==> config.mk <==
export PLATFORM = sky130hd
export DESIGN_NAME = alu_req_issuer
export DESIGN_NICKNAME = d
export VERILOG_FILES = /design/src/rtl/alu_pkg.sv /design/src/rtl/alu_rsp_fifo.sv /design/src/rtl/alu_req_issuer.sv
export SDC_FILE = /design/constraint.sdc
export NUM_CORES = 1
export LEC_CHECK = 0
export CAP_MARGIN = 20
export CORE_AREA = 2 2 144 76
export DETAILED_ROUTE_END_ITERATION = 10
export DIE_AREA = 0 0 146 78
export HOLD_SLACK_MARGIN = 0.02
export PLACE_DENSITY = 0.83
export SYNTH_ARGS = -nofsm -noshare
export SYNTH_HDL_FRONTEND = slang
export SYNTH_SLANG_ARGS = --single-unit
==> constraint.sdc <==
create_clock -name clk -period 5.2 [get_ports clk]
set_clock_uncertainty 0.2 [all_clocks]
set_input_delay 1.04 -clock clk [delete_from_list [all_inputs] [get_ports clk]]
set_output_delay 1.04 -clock clk [all_outputs]
set_load 0.05 [all_outputs]
==> src/rtl/alu_pkg.sv <==
// Opcode encoding shared by the issuer and the registered ALU, plus a
// wide signed reference model of the ALU arithmetic (callers truncate to their width).
package alu_pkg;

  localparam int OPS     = 4;
  localparam int MODEL_W = 64;

  typedef enum logic [1:0] {
    ALU_ADD     = 2'd0,
    ALU_A_SUB_B = 2'd1,
    ALU_B_SUB_A = 2'd2,
    ALU_MULT    = 2'd3
  } alu_op_e;

  function automatic logic signed [MODEL_W-1:0] alu_model(
    input alu_op_e                    op,
    input logic signed [MODEL_W-1:0]  a,
    input logic signed [MODEL_W-1:0]  b
  );
    logic signed [MODEL_W-1:0] r;
    case (op)
      ALU_ADD:     r = a + b;
      ALU_A_SUB_B: r = a - b;
      ALU_B_SUB_A: r = b - a;
      default:     r = a * b;
    endcase
    return r;
  endfunction

endpackage

==> src/rtl/alu_rsp_fifo.sv <==
// Show-ahead response FIFO: head visible the cycle after the write, reads as 0 when empty.
// Writes while full are dropped unless a pop coincides; upstream credit keeps that from happening.
module alu_rsp_fifo #(
  parameter int W     = 8,
  parameter int DEPTH = 4
) (
  input  logic                         clk,
  input  logic                         rst_n,
  input  logic                         wr_en,
  input  logic [W-1:0]                 wr_data,
  input  logic                         rd_en,
  output logic [W-1:0]                 rd_data,
  output logic [$clog2(DEPTH+1)-1:0]   count
);

  localparam int AW = (DEPTH > 1) ? $clog2(DEPTH) : 1;
  localparam int CW = $clog2(DEPTH + 1);

  logic [W-1:0]  mem_q [DEPTH];
  logic [AW-1:0] wr_ptr_q, rd_ptr_q;
  logic [CW-1:0] cnt_q;
  logic          do_rd, do_wr;

  assign do_rd = rd_en && (cnt_q != '0);
  assign do_wr = wr_en && ((cnt_q != CW'(DEPTH)) || do_rd);

  always_ff @(posedge clk) begin
    if (do_wr) mem_q[wr_ptr_q] <= wr_data;
  end

  always_ff @(posedge clk or negedge rst_n) begin
    if (!rst_n) begin
      wr_ptr_q <= '0;
      rd_ptr_q <= '0;
      cnt_q    <= '0;
    end else begin
      if (do_wr) wr_ptr_q <= wr_ptr_q + AW'(1);
      if (do_rd) rd_ptr_q <= rd_ptr_q + AW'(1);
      cnt_q <= cnt_q + CW'(do_wr) - CW'(do_rd);
    end
  end

  // Gate the head so an empty (or freshly reset) FIFO presents zeros, not stale storage.
  assign rd_data = (cnt_q != '0) ? mem_q[rd_ptr_q] : '0;
  assign count   = cnt_q;

endmodule

==> src/rtl/alu_req_issuer.sv <==
// Issues tagged commands to a fixed-latency ALU and queues results in order; response at head ALU_LAT+1 cycles after accept.
// cmd_ready only when in-flight plus queued results fit the FIFO; optional result checker under ALU_REQ_ISSUER_CHECK_EN.
module alu_req_issuer #(
  parameter int DATAW     = 16,
  parameter int OPS       = 4,
  parameter int OPCODEW   = $clog2(OPS),
  parameter int TAGW      = 4,
  parameter int ALU_LAT   = 2,
  parameter int RSP_DEPTH = 4
) (
  input  logic               clk,
  input  logic               rst_n,
  input  logic               cmd_valid,
  output logic               cmd_ready,
  input  logic [OPCODEW-1:0] cmd_opcode,
  input  logic [DATAW-1:0]   cmd_dataa,
  input  logic [DATAW-1:0]   cmd_datab,
  input  logic [TAGW-1:0]    cmd_tag,
  output logic [OPCODEW-1:0] alu_opcode,
  output logic [DATAW-1:0]   alu_dataa,
  output logic [DATAW-1:0]   alu_datab,
  input  logic [DATAW-1:0]   alu_result,
  output logic               rsp_valid,
  input  logic               rsp_ready,
  output logic [DATAW-1:0]   rsp_result,
  output logic [TAGW-1:0]    rsp_tag,
`ifdef ALU_REQ_ISSUER_CHECK_EN
  output logic               rsp_mismatch,
`endif
  output logic               busy
);

  import alu_pkg::*;

  // Stage 0 lines up with the alu_* registers; the last stage lines up with alu_result.
  localparam int STAGES = ALU_LAT + 1;
  localparam int CNTW   = $clog2(RSP_DEPTH + 1);
  localparam int SUMW   = $clog2(STAGES + RSP_DEPTH + 2) + 1;
`ifdef ALU_REQ_ISSUER_CHECK_EN
  localparam int FW = 1 + TAGW + DATAW;
`else
  localparam int FW = TAGW + DATAW;
`endif

  logic               ready_en_q;
  logic [OPCODEW-1:0] opcode_q;
  logic [DATAW-1:0]   dataa_q, datab_q;
  logic [STAGES-1:0]  pv_q, pv_d;
  logic [TAGW-1:0]    ptag_q [STAGES];
  logic [SUMW-1:0]    inflight;
  logic [CNTW-1:0]    occ;
  logic               accept, pop, cap;
  logic [FW-1:0]      cap_dat, head_dat;

  always_comb begin
    inflight = '0;
    for (int i = 0; i < STAGES; i++) inflight = inflight + SUMW'(pv_q[i]);
  end

  // A pop this cycle frees a slot, so it is credited back combinationally.
  assign pop       = rsp_valid & rsp_ready;
  assign cmd_ready = ready_en_q &&
                     ((inflight + SUMW'(occ)) < (SUMW'(RSP_DEPTH) + SUMW'(pop)));
  assign accept    = cmd_valid & cmd_ready;
  assign cap       = pv_q[STAGES-1];
  assign pv_d      = {pv_q[STAGES-2:0], accept};

  always_ff @(posedge clk or negedge rst_n) begin
    if (!rst_n) begin
      ready_en_q <= 1'b0;
      opcode_q   <= '0;
      dataa_q    <= '0;
      datab_q    <= '0;
      pv_q       <= '0;
      for (int i = 0; i < STAGES; i++) ptag_q[i] <= '0;
    end else begin
      ready_en_q <= 1'b1;
      if (accept) begin
        opcode_q <= cmd_opcode;
        dataa_q  <= cmd_dataa;
        datab_q  <= cmd_datab;
      end
      pv_q      <= pv_d;
      ptag_q[0] <= cmd_tag;
      for (int i = 1; i < STAGES; i++) ptag_q[i] <= ptag_q[i-1];
    end
  end

`ifdef ALU_REQ_ISSUER_CHECK_EN
  logic [DATAW-1:0] pexp_q [STAGES];
  logic [DATAW-1:0] exp_d;

  assign exp_d = DATAW'(alu_model(alu_op_e'(cmd_opcode),
                                  MODEL_W'(signed'(cmd_dataa)),
                                  MODEL_W'(signed'(cmd_datab))));

  always_ff @(posedge clk or negedge rst_n) begin
    if (!rst_n) begin
      for (int i = 0; i < STAGES; i++) pexp_q[i] <= '0;
    end else begin
      pexp_q[0] <= exp_d;
      for (int i = 1; i < STAGES; i++) pexp_q[i] <= pexp_q[i-1];
    end
  end

  always_ff @(posedge clk) begin
    if (rst_n && cap) assert (alu_result == pexp_q[STAGES-1]);
  end

  assign cap_dat = {alu_result != pexp_q[STAGES-1], ptag_q[STAGES-1], alu_result};
  assign {rsp_mismatch, rsp_tag, rsp_result} = head_dat;
`else
  assign cap_dat = {ptag_q[STAGES-1], alu_result};
  assign {rsp_tag, rsp_result} = head_dat;
`endif

  alu_rsp_fifo #(
    .W     (FW),
    .DEPTH (RSP_DEPTH)
  ) u_rsp_fifo (
    .clk     (clk),
    .rst_n   (rst_n),
    .wr_en   (cap),
    .wr_data (cap_dat),
    .rd_en   (pop),
    .rd_data (head_dat),
    .count   (occ)
  );

  assign alu_opcode = opcode_q;
  assign alu_dataa  = dataa_q;
  assign alu_datab  = datab_q;
  assign rsp_valid  = (occ != '0);
  assign busy       = (inflight != '0) || (occ != '0);

endmodule

# After elaboration in Yosys (flattened, before gate mapping)
# Memories as Yosys holds them, arrays and structs flattened.
# Index checks and enable logic that the tools add are counted.
word_totals:
  ff_bits: 57
  ramBits: 80
  in_bits: 58
  out_inout_bits: 57
  elab_cells: 34
  mem_count: 1
op_classes:
  addsub: 8
  magnitude_cmp: 1
  n_eq_ne: 1
  muxes: 3
  n_bitwise: 2
  n_reduce_logical: 7
mem_list:
  columns: ["name", "depth", "width", "rd", "rd_clocked_by_memory_dff", "wr", "line", "text"]
  rows:
  - ["u_rsp_fifo.mem_q", 4, 20, 1, 0, 1, "alu_rsp_fifo.sv:19", "logic [W-1:0] mem_q [DEPTH];"]
ops:
  columns: ["cell", "n"]
  rows:
  - ["$mux W20", 1]
  - ["$reduce_bool A5 Y1", 1]
  - ["$add A2 B1 Y2 const B", 2]
  - ["$add A3 B1 Y4 const A", 1]
  - ["$add A3 B3 Y4", 1]
  - ["$lt A4 B4 Y1", 1]
  - ["$add A2 B1 Y3", 1]
  - ["$add A3 B1 Y3", 1]
  - ["$logic_and A1 B1 Y1", 3]
  - ["$ne A3 B3 Y1 const B", 1]
  - ["$reduce_bool A3 Y1", 1]
  - ["$sub A3 B1 Y3", 1]
  - ["$add A1 B1 Y2", 1]
  - ["$and A1 B1 Y1", 2]
  - ["$logic_or A1 B1 Y1", 2]
  - ["$mux W1", 2]

# Longest topological paths before layout
# Gate-level depths: netlist of the first run.
logic_depth:
  word_depth: 7
  mapped_depth: 10
  ltp_nobuf: 8

# Modules after synthesis
# From an unflattened synthesis of the first run, not the netlist that was laid out.
hier_totals:
  hier_cells: 268
  hier_area_um2: 5395.2
modules_own_cells:
  columns: ["mod", "instances", "cells_each", "area_each_um2", "seq_area_each_um2"]
  rows:
  - ["alu_rsp_fifo", 1, 162, 3419.5, 2577.5]
  - ["alu_req_issuer", 1, 106, 1975.6, 1251.2]

# Worst setup path before layout of the first run
# OpenSTA, ideal clock, no wires.
synth_path:
  kind: "reg2out"
  start: "register pv_q[0]"
  end: "output cmd_ready"
  t_arrival_ns: 2.244
  required_time_ns: 3.960
  slack_ns: 1.716
  stages_incl_launch_ff: 7
  path_buffers: 0
  cell_sequence: "dfrtp_1 fa_1 ha_1 inv_1 fa_1 a41o_1 and3_1"
synth_via:
  elab_chain_len: 5
synth_lines:
  columns: ["element", "line", "text"]
  rows:
  - ["start: declaration", "alu_req_issuer.sv:48", "logic [STAGES-1:0] pv_q, pv_d;"]
  - ["start signal: assignment", "alu_req_issuer.sv:83", "pv_q <= pv_d;"]
  - ["$add A1 B1 Y2", "alu_req_issuer.sv:57", "for (int i = 0; i < STAGES; i++) inflight = inflight + SUMW'(pv_q[i]);"]
  - ["$add A2 B1 Y3", "alu_req_issuer.sv:57", null]
  - ["$add A3 B3 Y4", "alu_req_issuer.sv:63", "((inflight + SUMW'(occ)) < (SUMW'(RSP_DEPTH) + SUMW'(pop)));"]
  - ["$lt A4 B4 Y1", "alu_req_issuer.sv:63", null]
  - ["$logic_and A1 B1 Y1", "alu_req_issuer.sv:62", "assign cmd_ready = ready_en_q &&"]
  - ["end: declaration", "alu_req_issuer.sv:14", "output logic cmd_ready,"]
# Every way passes these cells.

# Final worst setup path of the first run
# Same ends and word-level chain as after synthesis.

==> results.ini, run 1 <==
[final_layout]
fin_area_um2 = 7171
multi_input_area_um2 = 1395
final_cell_mix = clkdlybuf4s50_1 (113), edfxtp_1 (80), dfrtp_1 (57), mux2_4 (29), and2_1 (25)
final_cells = 543
final_core_utilization_pct = 71.57
drive_gt1_share_pct = 21.34
area_delta_synth_final_pct = 33.81
seq_area_um2 = 3829
layout_commonest_cell = clkdlybuf4s50_1
fillCellCount = 628
nets = 459
antenna_cells = 0

[yosys]
synth_fp_nets = 334
synth_top_family_by_area = multiplexers
yosys-top-cells-area = edfxtp_1 (45%), dfrtp_1 (27%), mux4_2 (8.4%), mux2_4 (8.1%), and2_1 (2.9%)
synth.largest_area_cell = edfxtp_1
ys_seq_elements = 137
yosysUniqueCellTypes = 25
synth-simple-area-share_pct = 3.782
synth_area_per_cell_um2 = 20.22
syn_area_um2 = 5359
yosysSeqAreaShare_pct = 71.45
ys_warn_count = 0
syn_inst = 265
synth-xor-area-share_pct = 0.9806
yosysTopAreaCellShare_pct = 44.83
synthAdderAreaFrac_pct = 2.989
synth_compound_area_share_pct = 0.6304
synth_mux_area_share_pct = 17.58

[grt]
grtUsageMet2_pct = 31.84
busiest_layer = met2
grt.overflow.total = 0
grt_max_degree = 58
gr-usage-met1_pct = 21.57
antenna_found_initial = 0
use_met3_pct = 6.118
grt_pass1_wl_mm = 15.54
grt_pass1_vias = 3062
grt_usage_pct = 18.40

[setup_path]
rr_startpoint = pv_q[0]$_DFF_PN0_
cp_max_fo = 2
worst-setup-path-type = reg2out
required_ps = 3960
crit_path_end = cmd_ready
r2r-end = alu_opcode[0]$_DFFE_PN0P_
crit_buf_inv = 2
crit_path_end_kind = output port
crit_top_cell = fa_1
arrival_ps = 3310
worstPathCellList = fa_1 > ha_1 > inv_1 > fa_1 > a41o_1 > and3_1 > clkdlybuf4s50_1
start_kind = flop
crit_path_max_incr_delay_ps = 830
reg2reg_depth = 7
critPathTopFamily = adder cells
cp_slowest_cell = clkdlybuf4s50_1
crit_path_start = pv_q[0]$_DFF_PN0_
r2r_slack_ps = 1890
path_depth = 7

[cts]
postCtsSetupBuffers = 0
cts_num_sinks = 137
cts_hold_buffers = 0
cts.path.max_buffers = 2
htreeDepth = 4
clk_latency_ps = 400
cts_tree = done
cts-buffers-inserted = 17
cts_resized = 0
cts_root_buffer = clkbuf_16
clk_pin_slew_ps = 50

[sta]
min_period_ps = 4550
fin_crit_sh_pct = 87.49
rsz0062_at_grt = no
fin_setup_tns_ps = 0
slew_violations = 0
holdWs_ps = 145.8
relSlewSlack_pct = 31.41
hold_violations = 0
max_freq_mhz = 219.8
worst_pin_slew_ps = 1029
setup_viol = 0

[die]
die_x_um = 146
coreArea_um2 = 10020
start_util_pct = 53.48
dieArea_um2 = 11390
dieHeight_um = 78
ios = 115
std_cell_rows = 26

[routing]
wl_per_cell_um = 17.57
first_pass_iters = 4
drt-total-wl_mm = 9.543
drc = 0
routed_via_density = 4.937
drt.antenna.violating_nets = 0
vias = 2681
drtIter0Drc = 81

[place]
placed_area_um2 = 6588
dpl.cell_count = 511
port_buffers = 114
dpl.hpwl_mm = 6.121
gp_congestion = 0.7996

[min_path]
min_path_type = reg2reg

[power]
cellPowerDensity_nw_per_um2 = 724.1
vdd_drop_max_uv = 392.1
power_leakage_nw = 2.736

[run]
max_cap_viol_count = 0

[outcome]
status = finished clean

cell type report:
type,instances,share of cell area (%)
Clock inverter,15,2.199
Multi-Input combinational cell,108,19.46
Tap cell,140,2.443
Timing Repair Buffer,116,16.05
Inverter,10,0.5235
Clock buffer,17,5.933
Sequential cell,137,53.39
registers in the layout, summed over array words and instances (netlist names):
| register | count |
|---|---|
| cap_dat | 4 |
| u_rsp_fifo.count | 3 |
| u_rsp_fifo.wr_ptr_q | 2 |
| alu_opcode | 2 |
| alu_datab | 16 |
| ptag_q | 8 |
| u_rsp_fifo.mem_q | 80 |
| pv_q | 3 |
| u_rsp_fifo.rd_ptr_q | 2 |
| alu_dataa | 16 |
| ready_en_q | 1 |
worst register-to-register path, cell delays in order (launching register included):
cell	delay, ps
dfrtp_1	410
fa_1	560
ha_1	180
inv_1	60
fa_1	520
a41o_1	190
and4_4	660
mux2_2	410
cell usage after synthesis:
cell type  number
a21o_1          1
ha_1            8
inv_1          10
xnor2_1         4
mux2_4         29
mux4_2         20
xor2_1          2
o41a_1          1
nand2_1         3
dfrtp_1        57
and3_1          1
buf_12          3
conb_1          1
buf_2           3
and2_1         25
fa_1            3
a41o_1          1
o21ai_0         1
and4_4          1
edfxtp_1       80
buf_6           1
or3_1           1
clkbuf_1        3
or3_4           1
mux2_2          5
report_power, final:
part	total, W	switching, W	leakage [nW]	internal [W]
Sequential	0.00159	0.000176	1.40	0.00142
Combinational	0.00243	0.00142	1.05	0.00100
Clock	0.00117	0.000426	0.284	0.000745
Total	0.00519	0.00202	2.74	0.00317
worst min-delay path by stage:
stage / start / to / slack (ps) / depth (start not counted)
finish: ptag_q[10]$_DFF_PN0_ / ptag_q[6]$_DFF_PN0_ / 150 / 0
floorplan: ptag_q[4]$_DFF_PN0_ / cap_dat[16]$_DFF_PN0_ / 130 / 0
global placement: ptag_q[8]$_DFF_PN0_ / ptag_q[4]$_DFF_PN0_ / 130 / 0
global route: ptag_q[10]$_DFF_PN0_ / ptag_q[6]$_DFF_PN0_ / 150 / 0
CTS: ptag_q[10]$_DFF_PN0_ / ptag_q[6]$_DFF_PN0_ / 150 / 0
detailed placement: ptag_q[10]$_DFF_PN0_ / ptag_q[6]$_DFF_PN0_ / 130 / 0
routing by layer:
layer	up-vias	routed length, µm
met4	0	100
met1	1367	3970
met3	9	467
met5	-	0
met2	67	5004
li1	1238	-
cell families (layout without fill, tap and decap cells):
kind of cell,count (synthesis),after routing
AND/OR/NAND/NOR,32,32
flip-flops,137,137
other,1,1
AO/OA/AOI/OAI,4,4
buffers and inverters,20,158
XOR/XNOR,6,6
multiplexers,54,54
adder cells (fa/ha/maj),11,11
through the flow:
step	total power, W	setup WS (ps)
after CTS	0.005243	629.9
after detailed placement	0.004047	1086
final	0.005192	650.5
after floorplan	0.003332	1716
after global routing	0.005408	517.5
after global placement	0.003970	1154
No activity file was read; power rests on OpenSTA's default activity.
==> run 2, diff against run 1 <==
--- a/config.mk
+++ b/config.mk
@@ -6,11 +6,11 @@
 export NUM_CORES = 1
 export LEC_CHECK = 0
 export CAP_MARGIN = 20
-export CORE_AREA = 2 2 144 76
+export CORE_AREA = 2 2 163 85
 export DETAILED_ROUTE_END_ITERATION = 10
-export DIE_AREA = 0 0 146 78
+export DIE_AREA = 0 0 165 87
 export HOLD_SLACK_MARGIN = 0.02
-export PLACE_DENSITY = 0.83
+export PLACE_DENSITY = 0.67
 export SYNTH_ARGS = -nofsm -noshare
 export SYNTH_HDL_FRONTEND = slang
 export SYNTH_SLANG_ARGS = --single-unit
==> results.ini, run 2 (same netlist as run 1, synthesis figures left out) <==
[final_layout]
layout_commonest_cell = clkdlybuf4s50_1
largest_reg_flops = 80
final_core_utilization_pct = 55.71
antenna_cells = 0
fillCellCount = 1010
area_delta_synth_final_pct = 36.19
nets = 464
drive_gt1_share_pct = 23.53
fin_area_um2 = 7298
final_cell_mix = clkdlybuf4s50_1 (113), edfxtp_1 (80), dfrtp_1 (57), mux2_4 (29), and2_1 (25)
regMostFlops = u_rsp_fifo.mem_q

[setup_path]
cp_slowest_cell = clkdlybuf4s50_1
start_kind = flop
rr_startpoint = pv_q[0]$_DFF_PN0_
cp_max_fo = 2
crit_path_end_kind = output port
crit_path_max_incr_delay_ps = 800
arrival_ps = 3280
crit_path_start = pv_q[0]$_DFF_PN0_
required_ps = 3960
critPathTopFamily = adder cells
crit_top_cell = fa_1
worst-setup-path-type = reg2out
worstPathCellList = fa_1 > ha_1 > inv_1 > fa_1 > xor2_1 > a41o_1 > and3_1 > clkdlybuf4s50_1
crit_buf_inv = 2

[die]
dieArea_um2 = 14360
start_util_pct = 40.91
dieHeight_um = 87
coreArea_um2 = 13100
ios = 115
std_cell_rows = 30
die_x_um = 165

[routing]
vias = 2763
drc = 0
first_pass_iters = 4
drtIter0Drc = 153
routed_via_density = 4.731
wl_per_cell_um = 17.89
drt.antenna.violating_nets = 0
drt-total-wl_mm = 10.45

[cts]
cts_resized = 0
cts-buffers-inserted = 17
htreeDepth = 4
postCtsSetupBuffers = 0
cts.path.max_buffers = 2
cts_root_buffer = clkbuf_16
cts_hold_buffers = 0
clk_latency_ps = 410
cts_tree = done
clk_pin_slew_ps = 60
cts_num_sinks = 137

[sta]
fin_setup_tns_ps = 0
worst_pin_slew_ps = 1039
setup_slack_ps = 683.0
max_freq_mhz = 221.4
rsz0062_at_grt = no
hold_violations = 0
min_period_ps = 4517
slew_violations = 0
setup_viol = 0
fin_crit_sh_pct = 86.86
relSlewSlack_pct = 30.75

[run]
max_cap_viol_count = 0

[place]
preCtsSetupSlack_ps = 1125
placed_area_um2 = 6640
gp_congestion = 0.6588
dpl.hpwl_mm = 6.861
port_buffers = 114

[power]
power_leakage_nw = 2.787
vdd_drop_max_uv = 374.5
cellPowerDensity_nw_per_um2 = 719.2

[grt]
grt_pass1_wl_mm = 16.57
grt_pass1_vias = 3038
antenna_found_initial = 0
grt_max_degree = 36
grt.overflow.total = 0
grt_usage_pct = 15.96

[min_path]
min_from = ptag_q[11]$_DFF_PN0_
min_path_type = reg2reg

[outcome]
status = finished clean

-- run 2: changes by cell type in the layout (fill, tap and decap cells not counted), moves of 3 or more --
cell	change
buf_8	+4
bufinv_16	-3
clkbuf_16	+3
clkinv_1	-5
inv_6	+3
-- run 2: per-stage QoR --
stage | hold slack, ps | std cells | total power, W
after floorplan | 131.2 | 265 | 0.003332
after global placement | 132.6 | 548 | 0.004031
after detailed placement | 135.6 | 548 | 0.004085
after CTS | 149.3 | 580 | 0.005291
after global routing | 153.2 | 584 | 0.005490
final | 146.2 | 584 | 0.005249
-- run 2: power by group --
part,internal [W],switching [W]
sequential,0.00142,0.000184
combinational,0.00103,0.00143
clock,0.000708,0.000480
total,0.00315,0.00210
-- run 2: worst paths after layout --
path | endpoint | slack, ps | cells past startpoint
max in group asynchronous | alu_dataa[12]$_DFFE_PN0P_ | 3520 | 2
worst min register to register | ptag_q[7]$_DFF_PN0_ | 150 | 0
worst min-delay path | ptag_q[7]$_DFF_PN0_ | 150 | 0
min in group asynchronous | alu_datab[14]$_DFFE_PN0P_ | 460 | 1
worst max register to register | alu_datab[15]$_DFFE_PN0P_ | 1880 | 8
worst max-delay path | cmd_ready | 680 | 8
-- run 2: area by class of cell --
cell class,instances,area [µm²],area share (%)
clock inverters,12,97.59,1.337
multi-input cells,108,1395,19.12
repair buffers,121,1219,16.70
clock buffers,20,500.5,6.858
inverters,10,37.54,0.5143
well taps,176,220.2,3.017
flip-flops and latches,137,3829,52.46
-- run 2: worst register-to-register path, delay by kind of cell (launching register included) --
family	cells	cell delay, ps
AOI/OAI and AO/OA	1	140
xor gates and xnor gates	1	160
adders and majority gates	3	1130
buffers and inverters	1	60
DFF	1	400
muxes	1	430
and+or+nand+nor	1	680
-- run 2: metal layers --
metal  share of wire (%)  GRT usage, %
met2                  45         23.22
met3                 5.1         5.426
met5                   0             0
met1                  48         22.28
met4                 1.3         6.324
==> run 3, diff against run 2 <==
==> constraint.sdc (replaced) <==
create_clock -name clk -period 5.2 [get_ports clk]
set_clock_uncertainty 0.2 [all_clocks]
set_input_delay 1.56 -clock clk [delete_from_list [all_inputs] [get_ports clk]]
set_output_delay 1.56 -clock clk [all_outputs]
set_load 0.05 [all_outputs]
==> results.ini, run 3 (same netlist as run 1, synthesis figures left out) <==
[sta]
hold_violations = 0
fin_crit_sh_pct = 86.34
fin_setup_tns_ps = 0
worst_pin_slew_ps = 1036
slew_violations = 0
setup_viol = 0
relSlewSlack_pct = 30.91
min_period_ps = 4490
rsz0062_at_grt = no
max_freq_mhz = 222.7

[die]
dieArea_um2 = 14360
coreArea_um2 = 13100
start_util_pct = 40.91
std_cell_rows = 30
ios = 115
die_x_um = 165
dieHeight_um = 87

[setup_path]
r2r-end = alu_datab[15]$_DFFE_PN0P_
reg2reg_depth = 7
r2r_slack_ps = 1920
start_kind = flop
rr_startpoint = pv_q[0]$_DFF_PN0_
crit_path_end_kind = output port
crit_path_start = pv_q[0]$_DFF_PN0_
arrival_ps = 2730
required_ps = 3440
worst-setup-path-type = reg2out
cp_max_fo = 2
crit_path_end = cmd_ready

[place]
placed_area_um2 = 6673
port_buffers = 114
gp_congestion = 0.7580
dpl.hpwl_mm = 6.655

[routing]
drt-total-wl_mm = 10.01
drt.antenna.violating_nets = 0
routed_via_density = 4.627
drtIter0Drc = 131
vias = 2702
first_pass_iters = 4
wl_per_cell_um = 17.14
drc = 0

[power]
cellPowerDensity_nw_per_um2 = 709.3
power_w = 0.005157
power_leakage_nw = 2.772
vdd_drop_max_uv = 360.1

[cts]
cts_resized = 0
postCtsSetupBuffers = 0
cts_num_sinks = 137
cts_hold_buffers = 0
cts.path.max_buffers = 2
cts_root_buffer = clkbuf_16
cts_tree = done
clk_latency_ps = 410
cts-buffers-inserted = 17
clk_pin_slew_ps = 60
htreeDepth = 4

[grt]
grt.overflow.total = 0
use_met3_pct = 5.474
grt_pass1_vias = 2924
antenna_found_initial = 0
gr-usage-met1_pct = 21.25
grt_max_degree = 44
grt_pass1_wl_mm = 15.77
grt_usage_pct = 15.05
grtUsageMet2_pct = 21.78
busiest_layer = met2

[final_layout]
layout_commonest_cell = clkdlybuf4s50_1
fin_area_um2 = 7271
antenna_cells = 0
regMostFlops = u_rsp_fifo.mem_q
area_delta_synth_final_pct = 35.68
final_cell_mix = clkdlybuf4s50_1 (112), edfxtp_1 (80), dfrtp_1 (57), mux2_4 (29), and2_1 (25)
drive_gt1_share_pct = 23.77
largest_reg_flops = 80
nets = 464

[outcome]
status = finished clean

[run]
max_cap_viol_count = 0

[min_path]
min_path_type = reg2reg

-- run 3: cell types whose count changed in the layout (fill, tap and decap cells not counted), sizes merged --
| cell | previous run | this run |
|---|---|---|
| clkbuf | 20 | 17 |
| clkinv | 4 | 6 |
| buf | 8 | 9 |
| clkdlybuf4s50 | 113 | 112 |
| inv | 18 | 19 |
-- run 3: how the worst min path moves through the flow --
stage / startpoint / slack [ps] / cells after the start / to
after floorplan: ptag_q[4]$_DFF_PN0_ / 130 / 0 / cap_dat[16]$_DFF_PN0_
after global placement: ptag_q[6]$_DFF_PN0_ / 130 / 0 / cap_dat[18]$_DFF_PN0_
after detailed placement: ptag_q[6]$_DFF_PN0_ / 130 / 0 / cap_dat[18]$_DFF_PN0_
after CTS: ptag_q[6]$_DFF_PN0_ / 150 / 0 / cap_dat[18]$_DFF_PN0_
after global routing: ptag_q[5]$_DFF_PN0_ / 150 / 0 / cap_dat[17]$_DFF_PN0_
final: ptag_q[6]$_DFF_PN0_ / 150 / 0 / cap_dat[18]$_DFF_PN0_
-- run 3: area by class of cell --
type	instances	area [µm²]
Fill cell	1005	5829
Multi-Input combinational cell	108	1395
Clock inverter	15	130.1
Inverter	10	37.54
Tap cell	176	220.2
Clock buffer	17	425.4
Timing Repair Buffer	121	1234
Sequential cell	137	3829
-- run 3: power breakdown --
part / switching (W) / internal (W) / total (W) / leakage (nW)
Sequential: 0.000145 / 0.00142 / 0.00156 / 1.40
Combinational: 0.00146 / 0.00103 / 0.00249 / 1.09
Clock: 0.000483 / 0.000627 / 0.00111 / 0.279
-- run 3: critical path, cell delays in order, from the launching register on --
cell,delay (ps)
dfrtp_1,400
fa_1,570
ha_1,170
inv_1,60
fa_1,390
xor2_1,150
a41o_1,220
and3_1,170
buf_4,190
-- run 3: metal layers --
layer,vias to the layer above,share of wire (%)
li1,1253,-
met1,1372,49
met2,61,45
met3,16,5.1
met4,0,1.1
met5,-,0
-- run 3: stage by stage --
step	std cells	util, %	worst slack (ps)	hold WS (ps)
floorplan	265	-	1196	131.2
global placement	549	50.73	839.5	132.8
detailed placement	550	50.94	830.5	134.7
CTS	582	55.18	683.0	148.8
global route	584	55.50	575.0	151.5
finish	584	55.50	710.2	147.9
